### src/rtl/din_debouncer_if.sv
`timescale 1ns/1ps
// Signal bundle between a raw pin source and din_debouncer.
// glitch_cnt is only present when DEB_GLITCH_CNT_EN is defined.
interface din_debouncer_if;
  logic       din_raw;
  logic       dout;
  logic       rise;
  logic       fall;
  logic       busy;
`ifdef DEB_GLITCH_CNT_EN
  logic [7:0] glitch_cnt;

  modport master (output din_raw, input dout, rise, fall, busy, glitch_cnt);
  modport slave  (input din_raw, output dout, rise, fall, busy, glitch_cnt);
`else
  modport master (output din_raw, input dout, rise, fall, busy);
  modport slave  (input din_raw, output dout, rise, fall, busy);
`endif
endinterface

### src/rtl/din_debouncer.sv
`timescale 1ns/1ps
// Synchronise and debounce a raw pin into a clean level with rise/fall strobes.
// Define DEB_GLITCH_CNT_EN to add a saturating count of rejected transitions.
module din_debouncer #(
  parameter int SYNC_STAGES     = 2,
  parameter int DEBOUNCE_CYCLES = 4
) (
  input  logic           clk,
  input  logic           reset,
  din_debouncer_if.slave bus
);

  localparam int               CNT_W   = $clog2(DEBOUNCE_CYCLES + 1);
  localparam logic [CNT_W-1:0] CNT_MAX = CNT_W'(DEBOUNCE_CYCLES);
  localparam logic [CNT_W-1:0] CNT_ONE = CNT_W'(1);

  typedef enum logic [1:0] {
    IDLE_LO  = 2'd0,
    CHECK_HI = 2'd1,
    IDLE_HI  = 2'd2,
    CHECK_LO = 2'd3
  } state_e;

  state_e                 state_q, state_d;
  logic [SYNC_STAGES-1:0] sync_q, sync_d;
  logic [CNT_W-1:0]       cnt_q, cnt_d;
  logic                   dout_q, dout_d;
  logic                   rise_q, rise_d;
  logic                   fall_q, fall_d;
  logic                   s;

  assign sync_d = {sync_q[SYNC_STAGES-2:0], bus.din_raw};
  assign s      = sync_q[SYNC_STAGES-1];

  always_ff @(posedge clk or posedge reset) begin
    if (reset) begin
      sync_q  <= '0;
      state_q <= IDLE_LO;
      cnt_q   <= '0;
      dout_q  <= 1'b0;
      rise_q  <= 1'b0;
      fall_q  <= 1'b0;
    end else begin
      sync_q  <= sync_d;
      state_q <= state_d;
      cnt_q   <= cnt_d;
      dout_q  <= dout_d;
      rise_q  <= rise_d;
      fall_q  <= fall_d;
    end
  end

  // cnt tracks qualifying cycles seen in CHECK_*; it is cleared whenever the FSM settles.
  always_comb begin
    state_d = state_q;
    cnt_d   = cnt_q;
    dout_d  = dout_q;
    rise_d  = 1'b0;
    fall_d  = 1'b0;
    case (state_q)
      IDLE_LO: begin
        if (s) begin
          state_d = CHECK_HI;
          cnt_d   = CNT_ONE;
        end
      end
      CHECK_HI: begin
        if (!s) begin
          state_d = IDLE_LO;
          cnt_d   = '0;
        end else if (cnt_q == CNT_MAX) begin
          state_d = IDLE_HI;
          cnt_d   = '0;
          dout_d  = 1'b1;
          rise_d  = 1'b1;
        end else begin
          cnt_d   = cnt_q + CNT_ONE;
        end
      end
      IDLE_HI: begin
        if (!s) begin
          state_d = CHECK_LO;
          cnt_d   = CNT_ONE;
        end
      end
      CHECK_LO: begin
        if (s) begin
          state_d = IDLE_HI;
          cnt_d   = '0;
        end else if (cnt_q == CNT_MAX) begin
          state_d = IDLE_LO;
          cnt_d   = '0;
          dout_d  = 1'b0;
          fall_d  = 1'b1;
        end else begin
          cnt_d   = cnt_q + CNT_ONE;
        end
      end
      default: begin
        state_d = IDLE_LO;
        cnt_d   = '0;
      end
    endcase
  end

  assign bus.dout = dout_q;
  assign bus.rise = rise_q;
  assign bus.fall = fall_q;
  assign bus.busy = (state_q == CHECK_HI) || (state_q == CHECK_LO);

`ifdef DEB_GLITCH_CNT_EN
  logic [7:0] glitch_cnt_q, glitch_cnt_d;
  logic       reject;

  // A rejection is any fall-back from CHECK_* to the idle state it came from.
  assign reject = ((state_q == CHECK_HI) && (state_d == IDLE_LO)) ||
                  ((state_q == CHECK_LO) && (state_d == IDLE_HI));

  always_comb begin
    glitch_cnt_d = glitch_cnt_q;
    if (reject && (glitch_cnt_q != 8'hFF)) begin
      glitch_cnt_d = glitch_cnt_q + 8'd1;
    end
  end

  always_ff @(posedge clk or posedge reset) begin
    if (reset) begin
      glitch_cnt_q <= 8'd0;
    end else begin
      glitch_cnt_q <= glitch_cnt_d;
    end
  end

  assign bus.glitch_cnt = glitch_cnt_q;
`endif

endmodule
### src/flat_wrapper.sv
// flat-port wrapper written by rule: the top's interface ports become plain ports
module din_debouncer_flat 
#(
  parameter int SYNC_STAGES     = 2,
  parameter int DEBOUNCE_CYCLES = 4
)
  (clk, reset, bus_din_raw, bus_dout, bus_rise, bus_fall, bus_busy);
  din_debouncer_if bus_i ();
  input  logic clk;
  input  logic reset;
  input wire logic [$bits(bus_i.din_raw)-1:0] bus_din_raw;
  output wire logic [$bits(bus_i.dout)-1:0] bus_dout;
  output wire logic [$bits(bus_i.rise)-1:0] bus_rise;
  output wire logic [$bits(bus_i.fall)-1:0] bus_fall;
  output wire logic [$bits(bus_i.busy)-1:0] bus_busy;
  assign bus_i.din_raw = bus_din_raw;
  assign bus_dout = bus_i.dout;
  assign bus_rise = bus_i.rise;
  assign bus_fall = bus_i.fall;
  assign bus_busy = bus_i.busy;
  din_debouncer #(.SYNC_STAGES(SYNC_STAGES), .DEBOUNCE_CYCLES(DEBOUNCE_CYCLES)) u_core (.clk(clk), .reset(reset), .bus(bus_i));
endmodule
### config.mk
export PLATFORM = sky130hd
export DESIGN_NAME = din_debouncer_flat
export DESIGN_NICKNAME = d
export VERILOG_FILES = /design/src/rtl/din_debouncer_if.sv /design/src/rtl/din_debouncer.sv /design/src/flat_wrapper.sv
export SDC_FILE = /design/constraint.sdc
export NUM_CORES = 1
export LEC_CHECK = 0
export ABC_AREA = 1
export CORE_AREA = 4 4 41 43
export DETAILED_ROUTE_END_ITERATION = 10
export DIE_AREA = 0 0 45 47
export PLACE_DENSITY_LB_ADDON = 0.05
export SLEW_MARGIN = 20
export SYNTH_ARGS = -nofsm -noshare
export SYNTH_HDL_FRONTEND = slang
export SYNTH_SLANG_ARGS = --single-unit
### constraint.sdc
create_clock -name clk -period 1.3 [get_ports clk]
set_clock_uncertainty 0.1 [all_clocks]
set_input_delay 0.39 -clock clk [delete_from_list [all_inputs] [get_ports clk]]
set_output_delay 0.39 -clock clk [all_outputs]
set_load 0.005 [all_outputs]
After elaboration in Yosys (flattened, before gate mapping) --
Cells that the tools add are included.
Storage, ports and cells: flip-flop bits (word level) 10, output and inout bits 4, word-level logic and storage cells 48
Operators by class: add/subtract/negate cells 1, equal/unequal tests 12, multiplexer cells 23, reduce and logical (&&, ||, !) cells 6
Operators with widths (number):
- 3-bit two-way mux | 5
- 2-bit two-way mux | 6
- 3-bit one-hot mux with 4 select lines | 1
- 1-bit two-way mux | 9
- 2-bit by 1-bit inequality test with 1-bit output (second input constant) | 4
- 2-bit one-hot mux with 4 select lines | 1
- 5-bit AND reduction | 1
- 2-bit equality test (second input constant) | 2
- 2-bit inequality test (second input constant) | 2
- 4-bit AND reduction | 1
- 3-bit by 1-bit adder with 3-bit output (second input constant) | 1
- 3-bit equality test (second input constant) | 1
- 3-bit by 1-bit inequality test with 1-bit output (second input constant) | 1
- 3-bit inequality test (second input constant) | 1
- 2-bit by 1-bit equality test with 1-bit output (second input constant) | 1
- 2-bit zero test | 1
- 1-bit one-hot mux with 2 select lines | 1
- 2-bit AND reduction | 1
- 2-bit nonzero test | 1
- 1-bit logical OR | 1

Logic depth before layout (Yosys ltp) --
word-level depth 4, depth in mapped cells 7, gate-level depth less buffers 7

Least setup slack after synthesis --
No wires, ideal clock.
kind register to register, start point register u_core.cnt_q[0], end point register u_core.dout_q (netlist: u_core.bus.dout), arrival 0.931 ns, path slack 0.148 ns, cell stages (with the launch flop) 6, cell sequence dfrtp_1 inv_1 ha_1 nand3_2 o21ai_1 nand2_1
Between the ends: longest elaborated chain between the ends 3, elaborated cells on any way between the ends 4
Ends and longest elaborated chain:
- start: declaration | line din_debouncer.sv:26 | logic [CNT_W-1:0] cnt_q, cnt_d;
- start signal: assignment | line din_debouncer.sv:46 | cnt_q <= cnt_d;
- 3-bit equality test * | line din_debouncer.sv:71, din_debouncer.sv:90
- 2-bit by 1-bit inequality test with 1-bit output (no line)
- 5-bit AND reduction (no line) *
- end signal: assignment | line din_debouncer.sv:47 | dout_q <= dout_d;
- end: declaration | line din_debouncer.sv:27 | logic dout_q, dout_d;
Mark *: on every way between the ends. The rest lies on a longest branch, timed or not. A chain may end at the register's enable or synchronous reset.

Worst setup path after layout --
start point register u_core.dout_q (netlist: u_core.bus.dout), end point output bus_dout
RTL lines:
- end: declaration | line flat_wrapper.sv:12 | output wire logic [$bits(bus_i.dout)-1:0] bus_dout;
No word-level cell between the ends.

==> impl_metrics.xml <==
<?xml version="1.0" encoding="UTF-8"?>
<metrics>
  <group name="outcome">
    <metric name="outcome" unit="">finished, final reports clean</metric>
  </group>
  <group name="critical_path">
    <metric name="critical_path.n_buffers_inverters" unit="">1</metric>
    <metric name="r2r_cells" unit="">5</metric>
    <metric name="critical_path_arrival" unit="ns">0.76</metric>
    <metric name="crit_fanout" unit="">2</metric>
    <metric name="cp_top_family" unit="">flip-flops</metric>
    <metric name="critical_path_cell_count" unit="">1</metric>
    <metric name="worst-r2r-setup-slack" unit="ns">0.13</metric>
    <metric name="r2r-end" unit="">u_core.bus.dout$_DFFE_PP0P_</metric>
    <metric name="critPathLaunchType" unit="">register</metric>
    <metric name="crit_slowest_cell" unit="">sky130_fd_sc_hd__dfrtp_1</metric>
    <metric name="cp.required" unit="ns">0.81</metric>
    <metric name="path_cells" unit="">buf_2</metric>
    <metric name="critical_path_class" unit="">register to output port</metric>
    <metric name="critical_path.endpoint_type" unit="">output port</metric>
    <metric name="crit_path_max_incr_delay" unit="ns">0.37</metric>
    <metric name="rr_startpoint" unit="">u_core.cnt_q[0]$_DFFE_PP0P_</metric>
  </group>
  <group name="floorplan">
    <metric name="placement_rows" unit="">13</metric>
    <metric name="design.core.area" unit="µm²">1300</metric>
    <metric name="die-width" unit="µm">45</metric>
    <metric name="io-pin-count" unit="">7</metric>
    <metric name="die-height" unit="µm">47</metric>
    <metric name="floorplan.initialDensity" unit="%">34.8</metric>
    <metric name="die_area" unit="µm²">2120</metric>
  </group>
  <group name="logic_synthesis">
    <metric name="total_standard_cell_area_after_synthesis" unit="µm²">453</metric>
    <metric name="netlist_instances" unit="">50</metric>
    <metric name="mean_cell_area_of_the_mapped_netlist" unit="µm²">9.06</metric>
    <metric name="postSynthRegisterBits" unit="">10</metric>
    <metric name="ys_warn_count" unit="">0</metric>
    <metric name="synth_sequential_area_ratio" unit="%">55.2</metric>
    <metric name="mappedNetlistNets" unit="">55</metric>
    <metric name="synthDistinctLibCells" unit="">15</metric>
  </group>
  <group name="placed_design">
    <metric name="dp_hpwl" unit="µm">589</metric>
    <metric name="io_buffers" unit="">6</metric>
    <metric name="dp.cells" unit="">71</metric>
    <metric name="place_congestion" unit="">0.788</metric>
  </group>
  <group name="clocking">
    <metric name="cts_max_level" unit="">1</metric>
    <metric name="clock_latency_on_the_worst_skew_pair" unit="ns">0.26</metric>
    <metric name="cts_tree" unit="">done</metric>
    <metric name="cts_hold_buffers" unit="">0</metric>
    <metric name="cts_sinks" unit="">10</metric>
    <metric name="clkSlewWorstSetupHoldPaths" unit="ns">0.06</metric>
    <metric name="tritoncts.num_buffers" unit="">3</metric>
    <metric name="root_buffer" unit="">sky130_fd_sc_hd__clkbuf_4</metric>
    <metric name="clockBufferDepth" unit="">2</metric>
  </group>
  <group name="power_and_ir_drop">
    <metric name="share_seq_of_total_power" unit="%">44.3</metric>
    <metric name="powerDensity" unit="nW/µm²">1770</metric>
    <metric name="cellLeakagePower" unit="nW">0.304</metric>
    <metric name="net-switching-power" unit="W">0.000347</metric>
    <metric name="total_power" unit="W">0.000987</metric>
    <metric name="pwr-share-comb" unit="%">35.6</metric>
    <metric name="power.switching_fraction" unit="%">35.2</metric>
    <metric name="max-vdd-ir-drop" unit="mV">0.747</metric>
    <metric name="clkPwrFrac" unit="%">20.1</metric>
    <metric name="power_report.internal_total" unit="W">0.000640</metric>
  </group>
  <group name="layout">
    <metric name="syn_to_final_growth" unit="%">23.2</metric>
    <metric name="filler_cell_count" unit="">128</metric>
    <metric name="final_nets" unit="">66</metric>
    <metric name="num_antenna_cells" unit="">0</metric>
    <metric name="instances_no_fill" unit="">74</metric>
    <metric name="fraction_of_final_layout_cells_with_drive_strength_greater_than_1" unit="%">28.8</metric>
  </group>
  <group name="route">
    <metric name="route.detailed.wl_per_inst" unit="µm">10.5</metric>
    <metric name="postRouteWirelength" unit="µm">779</metric>
    <metric name="final_antenna_net_count" unit="">0</metric>
    <metric name="first_iter_violations" unit="">2</metric>
    <metric name="detail_route.drc_violations" unit="">0</metric>
    <metric name="via_count" unit="">330</metric>
    <metric name="vias_per_cell" unit="">4.46</metric>
    <metric name="drtPass1Iterations" unit="">2</metric>
  </group>
  <group name="global_route">
    <metric name="overflow_left_after_global_routing" unit="">0</metric>
    <metric name="grt_pass1_wl" unit="µm">1510</metric>
    <metric name="antenna_found_initial" unit="">0</metric>
    <metric name="grt_usage" unit="%">10.6</metric>
    <metric name="grt_pass1_vias" unit="">353</metric>
    <metric name="grt_start_max_net_pins" unit="">11</metric>
  </group>
  <group name="timing">
    <metric name="grt_setup_unrepaired" unit="">no</metric>
    <metric name="setup_viol_count_final" unit="">0</metric>
    <metric name="timing.fmax" unit="GHz">0.801</metric>
    <metric name="timing.final.hold_violations" unit="">0</metric>
    <metric name="final.period_utilization" unit="%">96.1</metric>
    <metric name="slew_headroom" unit="%">75.2</metric>
    <metric name="min_period" unit="ns">1.25</metric>
    <metric name="worst_slew_pin_slew" unit="ns">0.371</metric>
    <metric name="slew_viol_final" unit="">0</metric>
  </group>
  <group name="worst_hold_path">
    <metric name="hold-path-cell-count" unit="">0</metric>
    <metric name="timing.hold.worst.start" unit="">u_core.sync_q[0]$_DFF_PP0_</metric>
    <metric name="timing.hold.worst.class" unit="">register to register</metric>
    <metric name="worstHoldEndpoint" unit="">u_core.sync_q[1]$_DFF_PP0_</metric>
  </group>
  <group name="flow_run">
    <metric name="max_cap_viol_count" unit="">0</metric>
  </group>
</metrics>
[sequential cells by signal, indices dropped and copies added (netlist names), named ones only]
signal / flops
u_core.cnt_q: 3
u_core.sync_q: 2
u_core.bus.dout: 1
u_core.bus.fall: 1
u_core.bus.rise: 1
u_core.state_q: 1
[cell type report]
type,count,area (µm²),area share [%]
sequential,10,250,44.8
multi-input combinational,28,178,31.8
timing repair buffer,7,47.5,8.52
inverter,11,41.3,7.40
clock buffer,3,22.5,4.04
tap,15,18.8,3.36
[per-layer routing]
| layer | vias up | share of wire [%] | global-route usage, % |
|---|---|---|---|
| met5 | - | 0 | 0 |
| li1 | 171 | - | - |
| met1 | 148 | 44 | 12.0 |
| met3 | 4 | 4.2 | 3.45 |
| met2 | 7 | 47 | 16.1 |
| met4 | 0 | 4.0 | 8.77 |
[cells in the mapped netlist, drive strengths merged]
cell type	number	area, µm²
ha	2	25.0
a21oi	1	5.00
o21ai	3	15.0
nand3	4	25.0
inv	11	41.3
dfrtp	10	250
nand4	1	6.26
nand2	13	66.3
nor2	4	15.0
clkbuf	1	3.75
[what timing repair did]
item                       4_1_cts  5_1_grt
setup endpoints to repair        4        4
setup buffers                    0        0
gates resized for setup         16        4
[kinds of logic (layout without fill, tap and decap cells)]
| group | count (synthesis) | in the layout | share of synthesized area (%) |
|---|---|---|---|
| DFF | 10 | 10 | 55.2 |
| and+or+nand+nor | 22 | 22 | 24.9 |
| buffers and inverters | 12 | 21 | 9.94 |
| AOI/OAI and AO/OA | 4 | 4 | 4.42 |
| adders and majority gates | 2 | 2 | 5.52 |
[cells in the final DEF (no fill, tap or decap), types with 2 or more instances in the layout]
cell and instances:
sky130_fd_sc_hd__nor2_1 4, sky130_fd_sc_hd__nand2_1 10, sky130_fd_sc_hd__nand3_1 3, sky130_fd_sc_hd__buf_2 4, sky130_fd_sc_hd__nand2_4 2, sky130_fd_sc_hd__inv_1 7
sky130_fd_sc_hd__o21ai_1 2, sky130_fd_sc_hd__dfrtp_1 10, sky130_fd_sc_hd__clkdlybuf4s50_1 2, sky130_fd_sc_hd__clkbuf_4 3, sky130_fd_sc_hd__inv_2 4
[how the worst max path moves through the flow]
stage | start | slack (ns) | end
after global placement | u_core.state_q[0]$_DFFE_PP0P_ | -0.02 | bus_busy
after global routing | u_core.state_q[0]$_DFFE_PP0P_ | 0.02 | bus_busy
final | u_core.bus.dout$_DFFE_PP0P_ | 0.05 | bus_dout
after floorplan | u_core.cnt_q[0]$_DFFE_PP0P_ | 0.15 | u_core.bus.dout$_DFFE_PP0P_
after detailed placement | u_core.state_q[0]$_DFFE_PP0P_ | -0.03 | bus_busy
after CTS | u_core.cnt_q[0]$_DFFE_PP0P_ | 0.02 | u_core.bus.dout$_DFFE_PP0P_
[power by group through the flow]
| stage | registers, W | logic, W | clock network (W) |
|---|---|---|---|
| 6_report | 0.000437 | 0.000352 | 0.000198 |
| 4_1_cts | 0.000433 | 0.000303 | 0.000213 |
| 3_3_place_gp | 0.000437 | 0.000313 | 0 |
| 2_1_floorplan | 0.000435 | 0.000212 | 0 |
| 3_5_place_dp | 0.000439 | 0.000324 | 0 |
| 5_1_grt | 0.000449 | 0.000411 | 0.000234 |
[stage by stage]
step / cell area (µm²) / hold WS, ns / utilization (%) / setup WS [ns] / setup TNS [ns]
after global placement: 536 / 0.243 / 41.2 / -0.0177 / -0.0230
after CTS: 538 / 0.258 / 41.3 / 0.0156 / 0
after global routing: 558 / 0.267 / 42.9 / 0.0160 / 0
after floorplan: 453 / 0.130 / - / 0.148 / 0
final: 558 / 0.256 / 42.9 / 0.0508 / 0
after detailed placement: 536 / 0.244 / 41.2 / -0.0266 / -0.0424
(Power assumes the default switching activity.)
